`src/rtl/cdc_pkg.sv`:
```
// cdc_pkg: shared constants and helpers for the clock-domain-crossing synchronizers
//   CDC_MIN_STAGES  smallest legal sync chain depth
//   cdc_cnt_w(n)    width of a counter that must hold values 0..n
package cdc_pkg;
    localparam int CDC_MIN_STAGES = 2;
    function automatic int cdc_cnt_w(input int n);
        return $clog2(n + 1);
    endfunction
endpackage

```
`src/rtl/cdc_sync_filt_bit.sv`:
```
// cdc_sync_filt_bit: one channel of the level synchronizer (sync chain, glitch filter, edge detect, sticky flags)
//   clk, rst_n       destination clock, asynchronous active-low reset
//   i_sig            asynchronous level input
//   i_clr            synchronous clear of both sticky flags
//   o_sig_sync       synchronized, filtered level
//   o_rise/o_fall    one-cycle edge pulses of o_sig_sync
//   o_rise_sticky    latched o_rise until i_clr
//   o_fall_sticky    latched o_fall until i_clr
module cdc_sync_filt_bit
    import cdc_pkg::*;
#(
    parameter int   STAGES      = 2,
    parameter logic RST_VAL     = 1'b0,
    parameter int   FILT_CYCLES = 4
) (
    input  logic clk,
    input  logic rst_n,
    input  logic i_sig,
    input  logic i_clr,
    output logic o_sig_sync,
    output logic o_rise,
    output logic o_fall,
    output logic o_rise_sticky,
    output logic o_fall_sticky
);
    (* ASYNC_REG = "TRUE" *) logic [STAGES-1:0] sync_q;
    logic s, f, p_q, rise_sticky_q, rise_sticky_d, fall_sticky_q, fall_sticky_d;
    always_ff @(posedge clk or negedge rst_n) begin
        if (!rst_n) sync_q <= {STAGES{RST_VAL}};
        else        sync_q <= {sync_q[STAGES-2:0], i_sig};
    end
    assign s = sync_q[STAGES-1];
    generate
        if (FILT_CYCLES == 0) begin : g_bypass
            assign f = s;
        end else begin : g_filt
            localparam int CW = cdc_cnt_w(FILT_CYCLES);
            localparam logic [CW-1:0] CNT_MAX = CW'(FILT_CYCLES - 1);
            logic [CW-1:0] cnt_q, cnt_d;
            logic f_q, f_d;
            // A disagreement run resets the count the moment s agrees with f again,
            // so only FILT_CYCLES consecutive differing samples move the output.
            always_comb begin
                cnt_d = (s != f_q && cnt_q != CNT_MAX) ? cnt_q + 1'b1 : '0;
                f_d   = (s != f_q && cnt_q == CNT_MAX) ? s : f_q;
            end
            always_ff @(posedge clk or negedge rst_n) begin
                if (!rst_n) begin
                    cnt_q <= '0;
                    f_q   <= RST_VAL;
                end else begin
                    cnt_q <= cnt_d;
                    f_q   <= f_d;
                end
            end
            assign f = f_q;
        end
    endgenerate
    // p resets to the same value as f so reset release never looks like an edge.
    assign o_sig_sync    = f;
    assign o_rise        = f & ~p_q;
    assign o_fall        = ~f & p_q;
    assign o_rise_sticky = rise_sticky_q;
    assign o_fall_sticky = fall_sticky_q;
    always_comb begin
        rise_sticky_d = o_rise | (~i_clr & rise_sticky_q);
        fall_sticky_d = o_fall | (~i_clr & fall_sticky_q);
    end
    always_ff @(posedge clk or negedge rst_n) begin
        if (!rst_n) begin
            p_q           <= RST_VAL;
            rise_sticky_q <= 1'b0;
            fall_sticky_q <= 1'b0;
        end else begin
            p_q           <= f;
            rise_sticky_q <= rise_sticky_d;
            fall_sticky_q <= fall_sticky_d;
        end
    end
endmodule

```
`src/rtl/cdc_sync_filt.sv`:
```
// cdc_sync_filt: WIDTH independent asynchronous levels synchronized into clk with optional glitch filter and edge flags
//   clk, rst_n       destination clock, asynchronous active-low reset
//   i_sig[W]         asynchronous level inputs
//   i_clr[W]         per-channel synchronous sticky clear
//   o_sig_sync[W]    synchronized, filtered levels
//   o_rise/o_fall[W] one-cycle edge pulses
//   o_rise_sticky[W], o_fall_sticky[W]  latched edges, cleared by i_clr
//   o_chg_any        any edge pulse on any channel this cycle
module cdc_sync_filt
    import cdc_pkg::*;
#(
    parameter int               WIDTH       = 8,
    parameter int               STAGES      = 2,
    parameter logic [WIDTH-1:0] RST_VAL     = '0,
    parameter int               FILT_CYCLES = 4
) (
    input  logic             clk,
    input  logic             rst_n,
    input  logic [WIDTH-1:0] i_sig,
    input  logic [WIDTH-1:0] i_clr,
    output logic [WIDTH-1:0] o_sig_sync,
    output logic [WIDTH-1:0] o_rise,
    output logic [WIDTH-1:0] o_fall,
    output logic [WIDTH-1:0] o_rise_sticky,
    output logic [WIDTH-1:0] o_fall_sticky,
    output logic             o_chg_any
);
    generate
        if (WIDTH < 1) begin : g_bad_width
            $error("cdc_sync_filt: WIDTH must be >= 1");
        end
        if (STAGES < CDC_MIN_STAGES) begin : g_bad_stages
            $error("cdc_sync_filt: STAGES must be >= %0d", CDC_MIN_STAGES);
        end
        if (FILT_CYCLES < 0) begin : g_bad_filt
            $error("cdc_sync_filt: FILT_CYCLES must be >= 0");
        end
        for (genvar i = 0; i < WIDTH; i++) begin : g_ch
            cdc_sync_filt_bit #(
                .STAGES      (STAGES),
                .RST_VAL     (RST_VAL[i]),
                .FILT_CYCLES (FILT_CYCLES)
            ) u_bit (
                .clk           (clk),
                .rst_n         (rst_n),
                .i_sig         (i_sig[i]),
                .i_clr         (i_clr[i]),
                .o_sig_sync    (o_sig_sync[i]),
                .o_rise        (o_rise[i]),
                .o_fall        (o_fall[i]),
                .o_rise_sticky (o_rise_sticky[i]),
                .o_fall_sticky (o_fall_sticky[i])
            );
        end
    endgenerate
    assign o_chg_any = |(o_rise | o_fall);
endmodule

```
`config.mk`:
```
export PLATFORM = sky130hd
export DESIGN_NAME = cdc_sync_filt
export DESIGN_NICKNAME = d
export VERILOG_FILES = /design/src/rtl/cdc_pkg.sv /design/src/rtl/cdc_sync_filt_bit.sv /design/src/rtl/cdc_sync_filt.sv
export SDC_FILE = /design/constraint.sdc
export NUM_CORES = 1
export LEC_CHECK = 0
export CAP_MARGIN = 20
export CORE_MARGIN = 2
export CORE_UTILIZATION = 45
export CTS_CLUSTER_SIZE = 25
export DETAILED_ROUTE_END_ITERATION = 8
export MAX_ROUTING_LAYER = met4
export PLACE_DENSITY = 0.79
export SLEW_MARGIN = 20
export SYNTH_ARGS = -nofsm -noshare
export SYNTH_HDL_FRONTEND = slang
export SYNTH_SLANG_ARGS = --single-unit
```
`constraint.sdc`:
```
create_clock -name clk -period 3.5 [get_ports clk]
set_clock_uncertainty 0.05 [all_clocks]
set_input_delay 0.7 -clock clk [delete_from_list [all_inputs] [get_ports clk]]
set_output_delay 0.7 -clock clk [all_outputs]
set_load 0.01 [all_outputs]
```
==> impl_metrics.py <==
metrics = {
    "placement": {
        "gp_congestion": 0.781,
        "post-place-ws_ns": 1.14,
        "dp.cells": 341,
        "hpwl_um": 3290,
        "dpl_cell_area_um2": 3460,
        "port_buffers": 58,
    },
    "yosys": {
        "ys_warn_count": 0,
        "ys.flop_type": "dfrtp_1",
        "synth_xor_area_frac": 0.0227,
        "synthCells": 243,
        "synth_mux_area_frac": 0,
        "ys_seq_elements": 72,
        "netlist.top_cell.by_area": "dfrtp_1",
        "synth_compound_area_frac": 0.0520,
        "synth.most_common_cell": "dfrtp_1",
        "synth_edf_count": 0,
        "synth_area_leaders": "dfrtp_1 (58%), ha_1 (13%), buf_4 (9.7%), a21o_1 (3.9%), inv_1 (3.9%)",
        "yosysUniqueCellTypes": 12,
        "synthArstFlopShare": 1.00,
        "syn_area_per_cell_um2": 12.7,
        "synthAdderAreaFrac": 0.130,
        "synth_top_family_by_area": "buffers and inverters",
        "yosys-top-cells-count": "dfrtp_1 (72), buf_4 (40), ha_1 (32), inv_1 (32)",
        "synthSimpleGateAreaFrac": 0.0743,
        "syn_nets": 293,
        "synth_area_um2": 3080,
        "synth_seq_area_share": 0.585,
        "yosys.area.top_type_share": 0.585,
    },
    "route": {
        "dr.pass1.iters": 4,
        "drt_wl_total_um": 4530,
        "drc": 0,
        "antenna_left": 0,
        "num_vias": 1674,
        "via_per_inst": 4.69,
        "wl_per_cell_um": 12.7,
        "drt_iter0_markers": 62,
    },
    "clock_network": {
        "cts_sinks": 72,
        "clk_latency_ns": 0.34,
        "cts_resized": 0,
        "cts_root_buf": "clkbuf_8",
        "clk_pin_slew_ns": 0.08,
        "cts_max_level": 3,
        "cts_tree": "built",
        "cts_made_buffers": 9,
        "post-cts-setup-buffer-count": 0,
        "cts_hold_buf": 0,
        "clk_path_buf_depth": 2,
    },
    "sta": {
        "period_share": 0.779,
        "hold_viol_final": 0,
        "setup_viol": 0,
        "slew_viol_final": 0,
        "rsz0062_at_grt": "false",
        "fmax_mhz": 367,
        "period_minus_slack_ns": 2.73,
        "fin_ws_ns": 0.774,
        "relSlewSlack": 0.417,
        "tns_ns": 0,
        "worst-slew-pin-transition_ns": 0.875,
    },
    "finish": {
        "final_area_um2": 3700,
        "multiInputGateArea_um2": 860,
        "fillers": 580,
        "n_antenna_cell": 0,
        "final_nets": 322,
        "drive_gt1_frac": 0.0939,
        "regArea_um2": 1800,
        "fin_cells": 357,
        "areaGrowthSynthToFinish_pct": 20.2,
    },
    "pwr": {
        "power_density_nw_per_um2": 863,
        "vdd_ir_drop_max_mv": 0.321,
        "cellLeakagePower_nw": 1.81,
    },
    "critical_path": {
        "required_ns": 2.75,
        "crit_type": "reg -> out",
        "startpoint_type": "flip-flop",
        "worstPathArrival_ns": 1.98,
        "cp_max_fo": 5,
        "end_kind": "output pin",
    },
    "floorplan": {
        "initial_core_util": 0.459,
        "placeableCoreArea_um2": 6720,
        "std_cell_rows": 30,
        "die_w_um": 86.8,
        "dieArea_um2": 7530,
        "num_io_pins": 59,
        "die_h_um": 86.8,
    },
    "worst_hold_path": {
        "holdCritPathClass": "reg -> reg",
    },
    "job": {
        "maxCapViolCount": 0,
    },
    "global_routing": {
        "grt_pass1_wl_um": 7910,
        "grt_use_total": 0.144,
        "grt_pass1_vias": 1696,
        "grt_start_max_net_pins": 73,
        "antenna_found_initial": 0,
        "grt_overflow_total": 0,
    },
    "outcome": {
        "status": "complete, no violations",
    },
}
## cell families after synthesis
| logic type | count (synthesis) |
|---|---|
| buffers and inverters | 72 |
| adders and majority gates | 32 |
| and+or+nand+nor | 35 |
| DFF | 72 |
| xor gates and xnor gates | 8 |
| AOI/OAI and AO/OA | 24 |
## power by group
| part | internal, W | switching [W] | leakage, nW |
|---|---|---|---|
| Sequential | 0.00111 | 0.000168 | 0.904 |
| Clock | 0.000474 | 0.000308 | 0.119 |
| Combinational | 0.000648 | 0.000491 | 0.789 |
## worst max-delay path, cell delays in order, from the launching register on
cell and delay (ns):
dfrtp_1 0.43, ha_1 0.29, nand4_1 0.13, or2_2 0.29, clkdlybuf4s50_1 0.49
## final timing paths
| kind | start | to | slack, ns | cells after the start |
|---|---|---|---|---|
| worst max-delay path | g_ch[7].u_bit.o_sig_sync | o_chg_any | 0.77 | 4 |
| worst min-delay path | g_ch[6].u_bit.sync_q[0] | g_ch[6].u_bit.sync_q[1] | 0.29 | 0 |
| worst max register to register | g_ch[2].u_bit.g_filt.cnt_q[0] | g_ch[2].u_bit.g_filt.cnt_q[2] | 2.30 | 3 |
| worst min register to register | g_ch[6].u_bit.sync_q[0] | g_ch[6].u_bit.sync_q[1] | 0.29 | 0 |
| max in group asynchronous | rst_n | g_ch[6].u_bit.sync_q[0] | 2.40 | 1 |
| min in group asynchronous | rst_n | g_ch[1].u_bit.o_sig_sync | 0.42 | 1 |
## flip-flops by register name, indices dropped and copies added, names as in the netlist
register,count
g_ch.u_bit.g_filt.cnt_q,24
g_ch.u_bit.sync_q,16
g_ch.u_bit.o_fall_sticky,8
g_ch.u_bit.o_rise_sticky,8
g_ch.u_bit.o_sig_sync,8
g_ch.u_bit.p_q,8
## cell type report
cell class / instances / area share
inverter: 32 / 0.0324
timing repair buffer: 58 / 0.156
clock inverter: 7 / 0.0324
sequential: 72 / 0.486
clock buffer: 9 / 0.0334
multi-input combinational: 99 / 0.232
tap: 80 / 0.0270
## stage by stage
step / util / hold WS, ns / power (W)
after global routing: 0.551 / 0.302 / 0.00344
after floorplan: - / 0.281 / 0.00212
final: 0.551 / 0.292 / 0.00320
after detailed placement: 0.515 / 0.285 / 0.00245
after global placement: 0.515 / 0.284 / 0.00240
after CTS: 0.551 / 0.298 / 0.00325
## metal layers
metal / share of wire / up-vias / track usage / wire (um)
li1: - / 803 / - / -
met1: 0.44 / 811 / 0.168 / 2000
met2: 0.48 / 51 / 0.222 / 2180
met3: 0.062 / 9 / 0.0619 / 280
met4: 0.014 / 0 / 0.0554 / 64
met5: 0 / - / - / 0
## layout by cell type, fill, tap and decap left out
master / count
clkdlybuf4s50_1: 57
inv_1: 32
or2_2: 1
dfrtp_1: 72
clkinv_2: 1
o21ai_0: 8
ha_1: 32
nand4_1: 2
nor3b_2: 8
clkinvlp_4: 1
bufinv_16: 3
a21o_1: 16
clkinv_4: 2
clkbuf_8: 9
buf_4: 1
xnor2_1: 8
nor3_1: 16
nand2_1: 8
Power figures use the tool's default switching activity.
